### src/rtl/alu_pkg.sv
// Shared ALU definitions: ALUSel encodings, RV32I opcodes and immediate formats.
// The issue stage and the ALU both import this, so the select encoding is identical at both ends.
package alu_pkg;

  localparam int unsigned SEL_W = 4;

  localparam logic [3:0] ALU_ADD   = 4'b0000;
  localparam logic [3:0] ALU_SUB   = 4'b1000;
  localparam logic [3:0] ALU_SLL   = 4'b0001;
  localparam logic [3:0] ALU_SLT   = 4'b0010;
  localparam logic [3:0] ALU_SLTU  = 4'b0011;
  localparam logic [3:0] ALU_XOR   = 4'b0100;
  localparam logic [3:0] ALU_SRL   = 4'b0101;
  localparam logic [3:0] ALU_SRA   = 4'b1101;
  localparam logic [3:0] ALU_OR    = 4'b0110;
  localparam logic [3:0] ALU_AND   = 4'b0111;
  localparam logic [3:0] ALU_SEL_A = 4'b1110;
  localparam logic [3:0] ALU_SEL_B = 4'b1111;

  localparam logic [6:0] OPC_OP     = 7'b0110011;
  localparam logic [6:0] OPC_OP_IMM = 7'b0010011;
  localparam logic [6:0] OPC_LUI    = 7'b0110111;
  localparam logic [6:0] OPC_AUIPC  = 7'b0010111;
  localparam logic [6:0] OPC_JAL    = 7'b1101111;
  localparam logic [6:0] OPC_JALR   = 7'b1100111;
  localparam logic [6:0] OPC_BRANCH = 7'b1100011;
  localparam logic [6:0] OPC_LOAD   = 7'b0000011;
  localparam logic [6:0] OPC_STORE  = 7'b0100011;

  typedef enum logic [2:0] {
    IMM_NONE,
    IMM_I,
    IMM_S,
    IMM_B,
    IMM_U,
    IMM_J
  } imm_type_e;

  // Sign-extended 32-bit immediate for the given instruction format.
  function automatic logic [31:0] gen_imm(input logic [31:0] inst, input imm_type_e fmt);
    logic [31:0] imm;
    imm = '0;
    case (fmt)
      IMM_I:   imm = {{20{inst[31]}}, inst[31:20]};
      IMM_S:   imm = {{20{inst[31]}}, inst[31:25], inst[11:7]};
      IMM_B:   imm = {{19{inst[31]}}, inst[31], inst[7], inst[30:25], inst[11:8], 1'b0};
      IMM_U:   imm = {inst[31:12], 12'b0};
      IMM_J:   imm = {{11{inst[31]}}, inst[31], inst[19:12], inst[20], inst[30:21], 1'b0};
      default: imm = '0;
    endcase
    return imm;
  endfunction

endpackage

### src/rtl/alu_issue_stage_if.sv
// Upstream (decode input) and downstream (ALU operand/select) handshake bundle of the issue stage.
interface alu_issue_stage_if #(
  parameter int unsigned XLEN  = 32,
  parameter int unsigned SEL_W = 4
);
  logic             in_valid;
  logic             in_ready;
  logic [31:0]      in_inst;
  logic [XLEN-1:0]  in_pc;
  logic [XLEN-1:0]  in_rs1_data;
  logic [XLEN-1:0]  in_rs2_data;

  logic             out_valid;
  logic             out_ready;
  logic [XLEN-1:0]  out_data_a;
  logic [XLEN-1:0]  out_data_b;
  logic [SEL_W-1:0] out_alu_sel;
  logic [XLEN-1:0]  out_pc;
  logic [4:0]       out_rd;
  logic             out_rd_we;
  logic             out_illegal;

  // Environment side: feeds instructions and consumes issued operands.
  modport master (
    output in_valid, in_inst, in_pc, in_rs1_data, in_rs2_data, out_ready,
    input  in_ready, out_valid, out_data_a, out_data_b, out_alu_sel,
           out_pc, out_rd, out_rd_we, out_illegal
  );

  // Issue stage side.
  modport slave (
    input  in_valid, in_inst, in_pc, in_rs1_data, in_rs2_data, out_ready,
    output in_ready, out_valid, out_data_a, out_data_b, out_alu_sel,
           out_pc, out_rd, out_rd_we, out_illegal
  );
endinterface

### src/rtl/alu_issue_skid.sv
// Generic 2-entry registered skid buffer: main register M drives the output, S catches one
// extra entry so in_ready depends only on registered state.
module alu_issue_skid #(
  parameter int unsigned WIDTH = 8
) (
  input  logic             clk,
  input  logic             rst_n,
  input  logic             flush,
  input  logic             in_valid,
  output logic             in_ready,
  input  logic [WIDTH-1:0] in_data,
  output logic             out_valid,
  input  logic             out_ready,
  output logic [WIDTH-1:0] out_data
);

  logic             m_valid, s_valid;
  logic [WIDTH-1:0] m_data, s_data;
  logic             m_xfer, in_xfer;

  always_comb begin
    m_xfer  = m_valid & out_ready;
    in_xfer = in_valid & ~s_valid;
  end

  always_ff @(posedge clk or negedge rst_n) begin
    if (!rst_n) begin
      m_valid <= 1'b0;
      s_valid <= 1'b0;
      m_data  <= '0;
      s_data  <= '0;
    end else if (flush) begin
      m_valid <= 1'b0;
      s_valid <= 1'b0;
    end else if (s_valid) begin
      // Input is blocked while S holds; S only ever refills M.
      if (m_xfer) begin
        m_data  <= s_data;
        s_valid <= 1'b0;
      end
    end else if (in_xfer) begin
      if (!m_valid || m_xfer) begin
        m_data  <= in_data;
        m_valid <= 1'b1;
      end else begin
        s_data  <= in_data;
        s_valid <= 1'b1;
      end
    end else if (m_xfer) begin
      m_valid <= 1'b0;
    end
  end

  assign in_ready  = ~s_valid;
  assign out_valid = m_valid;
  assign out_data  = m_data;

endmodule

### src/rtl/alu_issue_stage.sv
// RV32I decode/issue stage: decodes each accepted instruction into ALU operands and ALUSel,
// then presents them to execute through a registered skid buffer.
module alu_issue_stage
  import alu_pkg::*;
#(
  parameter int unsigned XLEN  = 32,
  parameter int unsigned SEL_W = 4
) (
  input  logic               clk,
  input  logic               rst_n,
  input  logic               flush,
  alu_issue_stage_if.slave   bus
);

  localparam int unsigned PW = 3 * XLEN + SEL_W + 5 + 1 + 1;

  logic [6:0]       opcode;
  logic [2:0]       funct3;
  logic [4:0]       rd;
  logic [XLEN-1:0]  dec_a, dec_b;
  logic [SEL_W-1:0] dec_sel;
  logic             dec_writes, dec_illegal, dec_rd_we;
  logic [PW-1:0]    in_payload, out_payload;

  function automatic logic [XLEN-1:0] imm_x(input logic [31:0] inst, input imm_type_e fmt);
    return XLEN'($signed(gen_imm(inst, fmt)));
  endfunction

  always_comb begin
    opcode      = bus.in_inst[6:0];
    funct3      = bus.in_inst[14:12];
    rd          = bus.in_inst[11:7];
    dec_a       = '0;
    dec_b       = '0;
    dec_sel     = SEL_W'(ALU_ADD);
    dec_writes  = 1'b0;
    dec_illegal = 1'b0;
    case (opcode)
      OPC_OP: begin
        dec_a      = bus.in_rs1_data;
        dec_b      = bus.in_rs2_data;
        dec_sel    = SEL_W'({bus.in_inst[30], funct3});
        dec_writes = 1'b1;
      end
      OPC_OP_IMM: begin
        // inst[30] only distinguishes SRAI from SRLI; for other funct3 it is immediate data.
        dec_a      = bus.in_rs1_data;
        dec_b      = imm_x(bus.in_inst, IMM_I);
        dec_sel    = (funct3 == 3'b101) ? SEL_W'({bus.in_inst[30], funct3})
                                        : SEL_W'({1'b0, funct3});
        dec_writes = 1'b1;
      end
      OPC_LUI: begin
        dec_b      = imm_x(bus.in_inst, IMM_U);
        dec_sel    = SEL_W'(ALU_SEL_B);
        dec_writes = 1'b1;
      end
      OPC_AUIPC: begin
        dec_a      = bus.in_pc;
        dec_b      = imm_x(bus.in_inst, IMM_U);
        dec_writes = 1'b1;
      end
      OPC_JAL: begin
        dec_a      = bus.in_pc;
        dec_b      = imm_x(bus.in_inst, IMM_J);
        dec_writes = 1'b1;
      end
      OPC_JALR: begin
        dec_a      = bus.in_rs1_data;
        dec_b      = imm_x(bus.in_inst, IMM_I);
        dec_writes = 1'b1;
      end
      OPC_BRANCH: begin
        dec_a = bus.in_pc;
        dec_b = imm_x(bus.in_inst, IMM_B);
      end
      OPC_LOAD: begin
        dec_a      = bus.in_rs1_data;
        dec_b      = imm_x(bus.in_inst, IMM_I);
        dec_writes = 1'b1;
      end
      OPC_STORE: begin
        dec_a = bus.in_rs1_data;
        dec_b = imm_x(bus.in_inst, IMM_S);
      end
      default: dec_illegal = 1'b1;
    endcase
    dec_rd_we = dec_writes & (rd != 5'd0);
  end

  assign in_payload = {dec_a, dec_b, dec_sel, bus.in_pc, rd, dec_rd_we, dec_illegal};

  alu_issue_skid #(
    .WIDTH(PW)
  ) u_skid (
    .clk       (clk),
    .rst_n     (rst_n),
    .flush     (flush),
    .in_valid  (bus.in_valid),
    .in_ready  (bus.in_ready),
    .in_data   (in_payload),
    .out_valid (bus.out_valid),
    .out_ready (bus.out_ready),
    .out_data  (out_payload)
  );

  assign {bus.out_data_a, bus.out_data_b, bus.out_alu_sel, bus.out_pc,
          bus.out_rd, bus.out_rd_we, bus.out_illegal} = out_payload;

endmodule

### src/flat_wrapper.sv
// flat-port wrapper written by rule: the top's interface ports become plain ports
module alu_issue_stage_flat import alu_pkg::*;
#(
  parameter int unsigned XLEN  = 32,
  parameter int unsigned SEL_W = 4
)
  (clk, rst_n, flush, bus_in_valid, bus_in_inst, bus_in_pc, bus_in_rs1_data, bus_in_rs2_data, bus_out_ready, bus_in_ready, bus_out_valid, bus_out_data_a, bus_out_data_b, bus_out_alu_sel, bus_out_pc, bus_out_rd, bus_out_rd_we, bus_out_illegal);
  alu_issue_stage_if #(.XLEN(XLEN), .SEL_W(SEL_W)) bus_i ();
  input  logic clk;
  input  logic rst_n;
  input  logic flush;
  input wire logic [$bits(bus_i.in_valid)-1:0] bus_in_valid;
  input wire logic [$bits(bus_i.in_inst)-1:0] bus_in_inst;
  input wire logic [$bits(bus_i.in_pc)-1:0] bus_in_pc;
  input wire logic [$bits(bus_i.in_rs1_data)-1:0] bus_in_rs1_data;
  input wire logic [$bits(bus_i.in_rs2_data)-1:0] bus_in_rs2_data;
  input wire logic [$bits(bus_i.out_ready)-1:0] bus_out_ready;
  output wire logic [$bits(bus_i.in_ready)-1:0] bus_in_ready;
  output wire logic [$bits(bus_i.out_valid)-1:0] bus_out_valid;
  output wire logic [$bits(bus_i.out_data_a)-1:0] bus_out_data_a;
  output wire logic [$bits(bus_i.out_data_b)-1:0] bus_out_data_b;
  output wire logic [$bits(bus_i.out_alu_sel)-1:0] bus_out_alu_sel;
  output wire logic [$bits(bus_i.out_pc)-1:0] bus_out_pc;
  output wire logic [$bits(bus_i.out_rd)-1:0] bus_out_rd;
  output wire logic [$bits(bus_i.out_rd_we)-1:0] bus_out_rd_we;
  output wire logic [$bits(bus_i.out_illegal)-1:0] bus_out_illegal;
  assign bus_i.in_valid = bus_in_valid;
  assign bus_i.in_inst = bus_in_inst;
  assign bus_i.in_pc = bus_in_pc;
  assign bus_i.in_rs1_data = bus_in_rs1_data;
  assign bus_i.in_rs2_data = bus_in_rs2_data;
  assign bus_i.out_ready = bus_out_ready;
  assign bus_in_ready = bus_i.in_ready;
  assign bus_out_valid = bus_i.out_valid;
  assign bus_out_data_a = bus_i.out_data_a;
  assign bus_out_data_b = bus_i.out_data_b;
  assign bus_out_alu_sel = bus_i.out_alu_sel;
  assign bus_out_pc = bus_i.out_pc;
  assign bus_out_rd = bus_i.out_rd;
  assign bus_out_rd_we = bus_i.out_rd_we;
  assign bus_out_illegal = bus_i.out_illegal;
  alu_issue_stage #(.XLEN(XLEN), .SEL_W(SEL_W)) u_core (.clk(clk), .rst_n(rst_n), .flush(flush), .bus(bus_i));
endmodule
### config.mk
export PLATFORM = sky130hd
export DESIGN_NAME = alu_issue_stage_flat
export DESIGN_NICKNAME = d
export VERILOG_FILES = /design/src/rtl/alu_pkg.sv /design/src/rtl/alu_issue_stage_if.sv /design/src/rtl/alu_issue_skid.sv /design/src/rtl/alu_issue_stage.sv /design/src/flat_wrapper.sv
export SDC_FILE = /design/constraint.sdc
export NUM_CORES = 1
export LEC_CHECK = 0
export CORE_ASPECT_RATIO = 0.8
export CORE_MARGIN = 5
export CORE_UTILIZATION = 40
export CTS_CLUSTER_SIZE = 8
export DETAILED_ROUTE_END_ITERATION = 10
export PLACE_DENSITY = 0.66
export SLEW_MARGIN = 25
export SYNTH_ARGS = -nofsm -noshare
export SYNTH_HDL_FRONTEND = slang
export SYNTH_HIERARCHICAL = 1
export SYNTH_SLANG_ARGS = --single-unit
### constraint.sdc
create_clock -name clk -period 2.5 [get_ports clk]
set_input_delay 0.5 -clock clk [delete_from_list [all_inputs] [get_ports clk]]
set_output_delay 0.5 -clock clk [all_outputs]
set_load 0.05 [all_outputs]
==> run_results.csv <==
group,metric,value,unit
yosys,ys_seq_area_frac,0.521,
yosys,yosys.cell_types.count,38,
routing,totalWireLength,29100,µm
clocking,ctsResizeCount,0,
timing,hold_viol,0,
placement,port_buffers,241,
finish,fillers,2088,
setup_path,worstPathMaxFanout,5,
routing,ant_nets,0,
clocking,clk_path_buf_depth,3,
floorplanning,die_h,154,µm
timing,period_share,0.948,
timing,fin_worst_skew,0.00738,ns
min_path,hold_path_class,"flop to flop",
setup_path,crit_path_end_kind,"output pin",
clocking,post_cts_buffers,0,
pwr,peakVddDrop,0.000450,V
job,max_cap_viol_count,0,
clocking,postCtsHoldBufs,1,
yosys,synth_compound_area_frac,0.0669,
finish,fin_nets,1163,
yosys,synth_adder_area_share,0,
yosys,synth_seq_cells,216,
yosys,synthMuxAreaShare,0.351,
global_route,grt_pass1_vias,7881,
timing,setup_viol,0,
routing,via_per_inst,5.20,
floorplanning,boundaryPins,242,
global_route,grtUsageTotal,0.198,
setup_path,rr_startpoint,"u_core/u_skid/s_valid",
global_route,antenna_found_initial,0,
timing,rsz0062_at_grt,"false",
yosys,postSynthAreaPerCell,14.1,µm²
yosys,syn_inst,737,
floorplanning,core_area,0.0254,mm²
yosys,syn_area,0.0104,mm²
finish,final_common_cell,"mux2_2",
clocking,cts_tree,"yes",
routing,dr.pass1.iters,4,
placement,gp_congestion,0.988,
floorplanning,dieArea,0.0293,mm²
timing,post-route-min-period,2.37,ns
pwr,p_total,9.93,mW
timing,clock.fmax,422,MHz
finish,syn_to_final_growth,39.5,%
floorplanning,start_util,0.408,
setup_path,worstPathRequired,2.00,ns
clocking,clk_transition_reported_paths,0.05,ns
pwr,power_leakage,6.52,nW
yosys,synth_top_area_cell,"dfrtp_1",
finish,antenna_cells,0,
timing,max_slew.worst_pin.slew,0.894,ns
yosys,synth-xor-area-share,0.000844,
routing,num_vias,7185,
min_path,hold_start,"u_core/u_skid/s_data[82]",
floorplanning,die_x,190,µm
clocking,clkSinkCount,216,
setup_path,worstSetupPathType,"flop to output pin",
routing,remaining_drc_errors,0,
yosys,synth_top_family_by_area,"multiplexers",
finish,final_cell_mix,"304 x mux2_2, 240 x clkdlybuf4s50_1, 215 x dfrtp_1",
setup_path,start_kind,"flop",
routing,first_iter_violations,341,
setup_path,crit_start,"u_core/u_skid/s_valid",
pwr,powerDensity,685,mW/mm²
yosys,yosys.area_share.simple,0.0297,
clocking,clk-insertion-delay-late,0.53,ns
routing,wire_per_inst,21.1,µm
yosys,synth.area.top_cells,"dfrtp_1 52%, mux2_2 33%, a22o_1 3.3%",
timing,max_slew_margin,0.404,
yosys,ys_warn_count,6,
setup_path,worst_ep_arrival_time,1.87,ns
status,status,"completed",
setup_path,reg2reg_slack,0.38,ns
floorplanning,rows,52,
finish,finish.utilization,0.569,
clocking,cts_buffers,30,
clocking,htree_levels,1,
global_route,grt_max_degree,65,
placement,hpwl,21000,µm
yosys,synth_top_area_frac,0.521,
global_route,gr-total-overflow,0,
yosys,synth_nets,870,
clocking,root_buffer,"clkbuf_16",
finish,drive_gt1_frac,0.403,
global_route,grt_pass1_wl,46200,µm
timing,slew_viol_final,0,
## cells by family (layout without fill, tap and decap cells)
group | count (synthesis) | after routing
DFF | 216 | 216
AOI/OAI and AO/OA | 84 | 84
muxes | 324 | 324
xor gates and xnor gates | 1 | 1
and+or+nand+nor | 57 | 57
buffers and inverters | 55 | 348
## state kept, by name, summed over array words and instances (netlist names)
signal and cells:
u_core/u_skid/out_data 107, u_core/u_skid/s_data 107, u_core/u_skid/out_valid 1, u_core/u_skid/s_valid 1
## metrics by stage
step	instance area (µm²)	TNS, ns	hold WS (ns)	std cells	worst slack (ns)
after floorplan	10400	0	0.204	737	0.236
after global placement	13700	-17.36	0.462	1348	-0.321
after detailed placement	13700	-18.43	0.468	1348	-0.338
after CTS	14500	0	0.481	1381	0.0946
after global routing	14500	0	0.499	1381	0.0494
final	14500	0	0.476	1381	0.131
## path summary, 6_finish.rpt
check                                                 to  cells past startpoint
max in group asynchronous          u_core/u_skid/s_valid                      3
min in group asynchronous       u_core/u_skid/s_data[53]                      2
worst min register to register  u_core/u_skid/s_data[82]                      1
worst max-delay path                        bus_in_ready                      2
worst max register to register  u_core/u_skid/s_data[16]                      5
worst min-delay path            u_core/u_skid/s_data[82]                      1
## per-layer routing
metal | global-route usage | wire, µm | vias to the layer above | share of wire
li1 | - | - | 3315 | -
met1 | 0.287 | 13800 | 3631 | 0.47
met2 | 0.297 | 12600 | 191 | 0.43
met3 | 0.0530 | 1990 | 48 | 0.068
met4 | 0.0486 | 771 | 0 | 0.026
met5 | 0 | 0 | - | 0
## cell usage after synthesis (all sizes together)
master,instances
mux2,322
dfrtp,216
buf,40
a22o,39
nand2,22
a221o,19
clkbuf,12
a21oi,11
nor2,7
o21ai,6
a22oi,4
nand3,4
and2,3
and3,3
inv,3
and3b,2
mux2i,2
nand2b,2
nand3b,2
nor2b,2
nor3,2
or4,2
a211o,1
a211oi,1
a21boi,1
a221oi,1
a2bb2oi,1
and4,1
nand4,1
nand4b,1
nor4b,1
or2,1
or3,1
xor2,1
## layout make-up
type | instances | area [µm²] | share of cell area
Sequential cell | 216 | 5410 | 0.374
Multi-Input combinational cell | 466 | 4690 | 0.324
Timing Repair Buffer | 313 | 3150 | 0.217
Clock buffer | 32 | 779 | 0.0538
Tap cell | 351 | 439 | 0.0303
Inverter | 3 | 11.3 | 0.000778
## worst max-delay path, stage by stage, from the launching register on
cell and delay, ns:
dfrtp_4 0.49, inv_1 0.06, clkdlybuf4s50_1 0.79
## power breakdown
group	total [mW]	switching (mW)	internal [mW]
registers	4.12	0.208	3.91
logic	2.28	1.24	1.03
clock network	3.53	1.39	2.15
total	9.93	2.84	7.09
(Power assumes the default switching activity.)
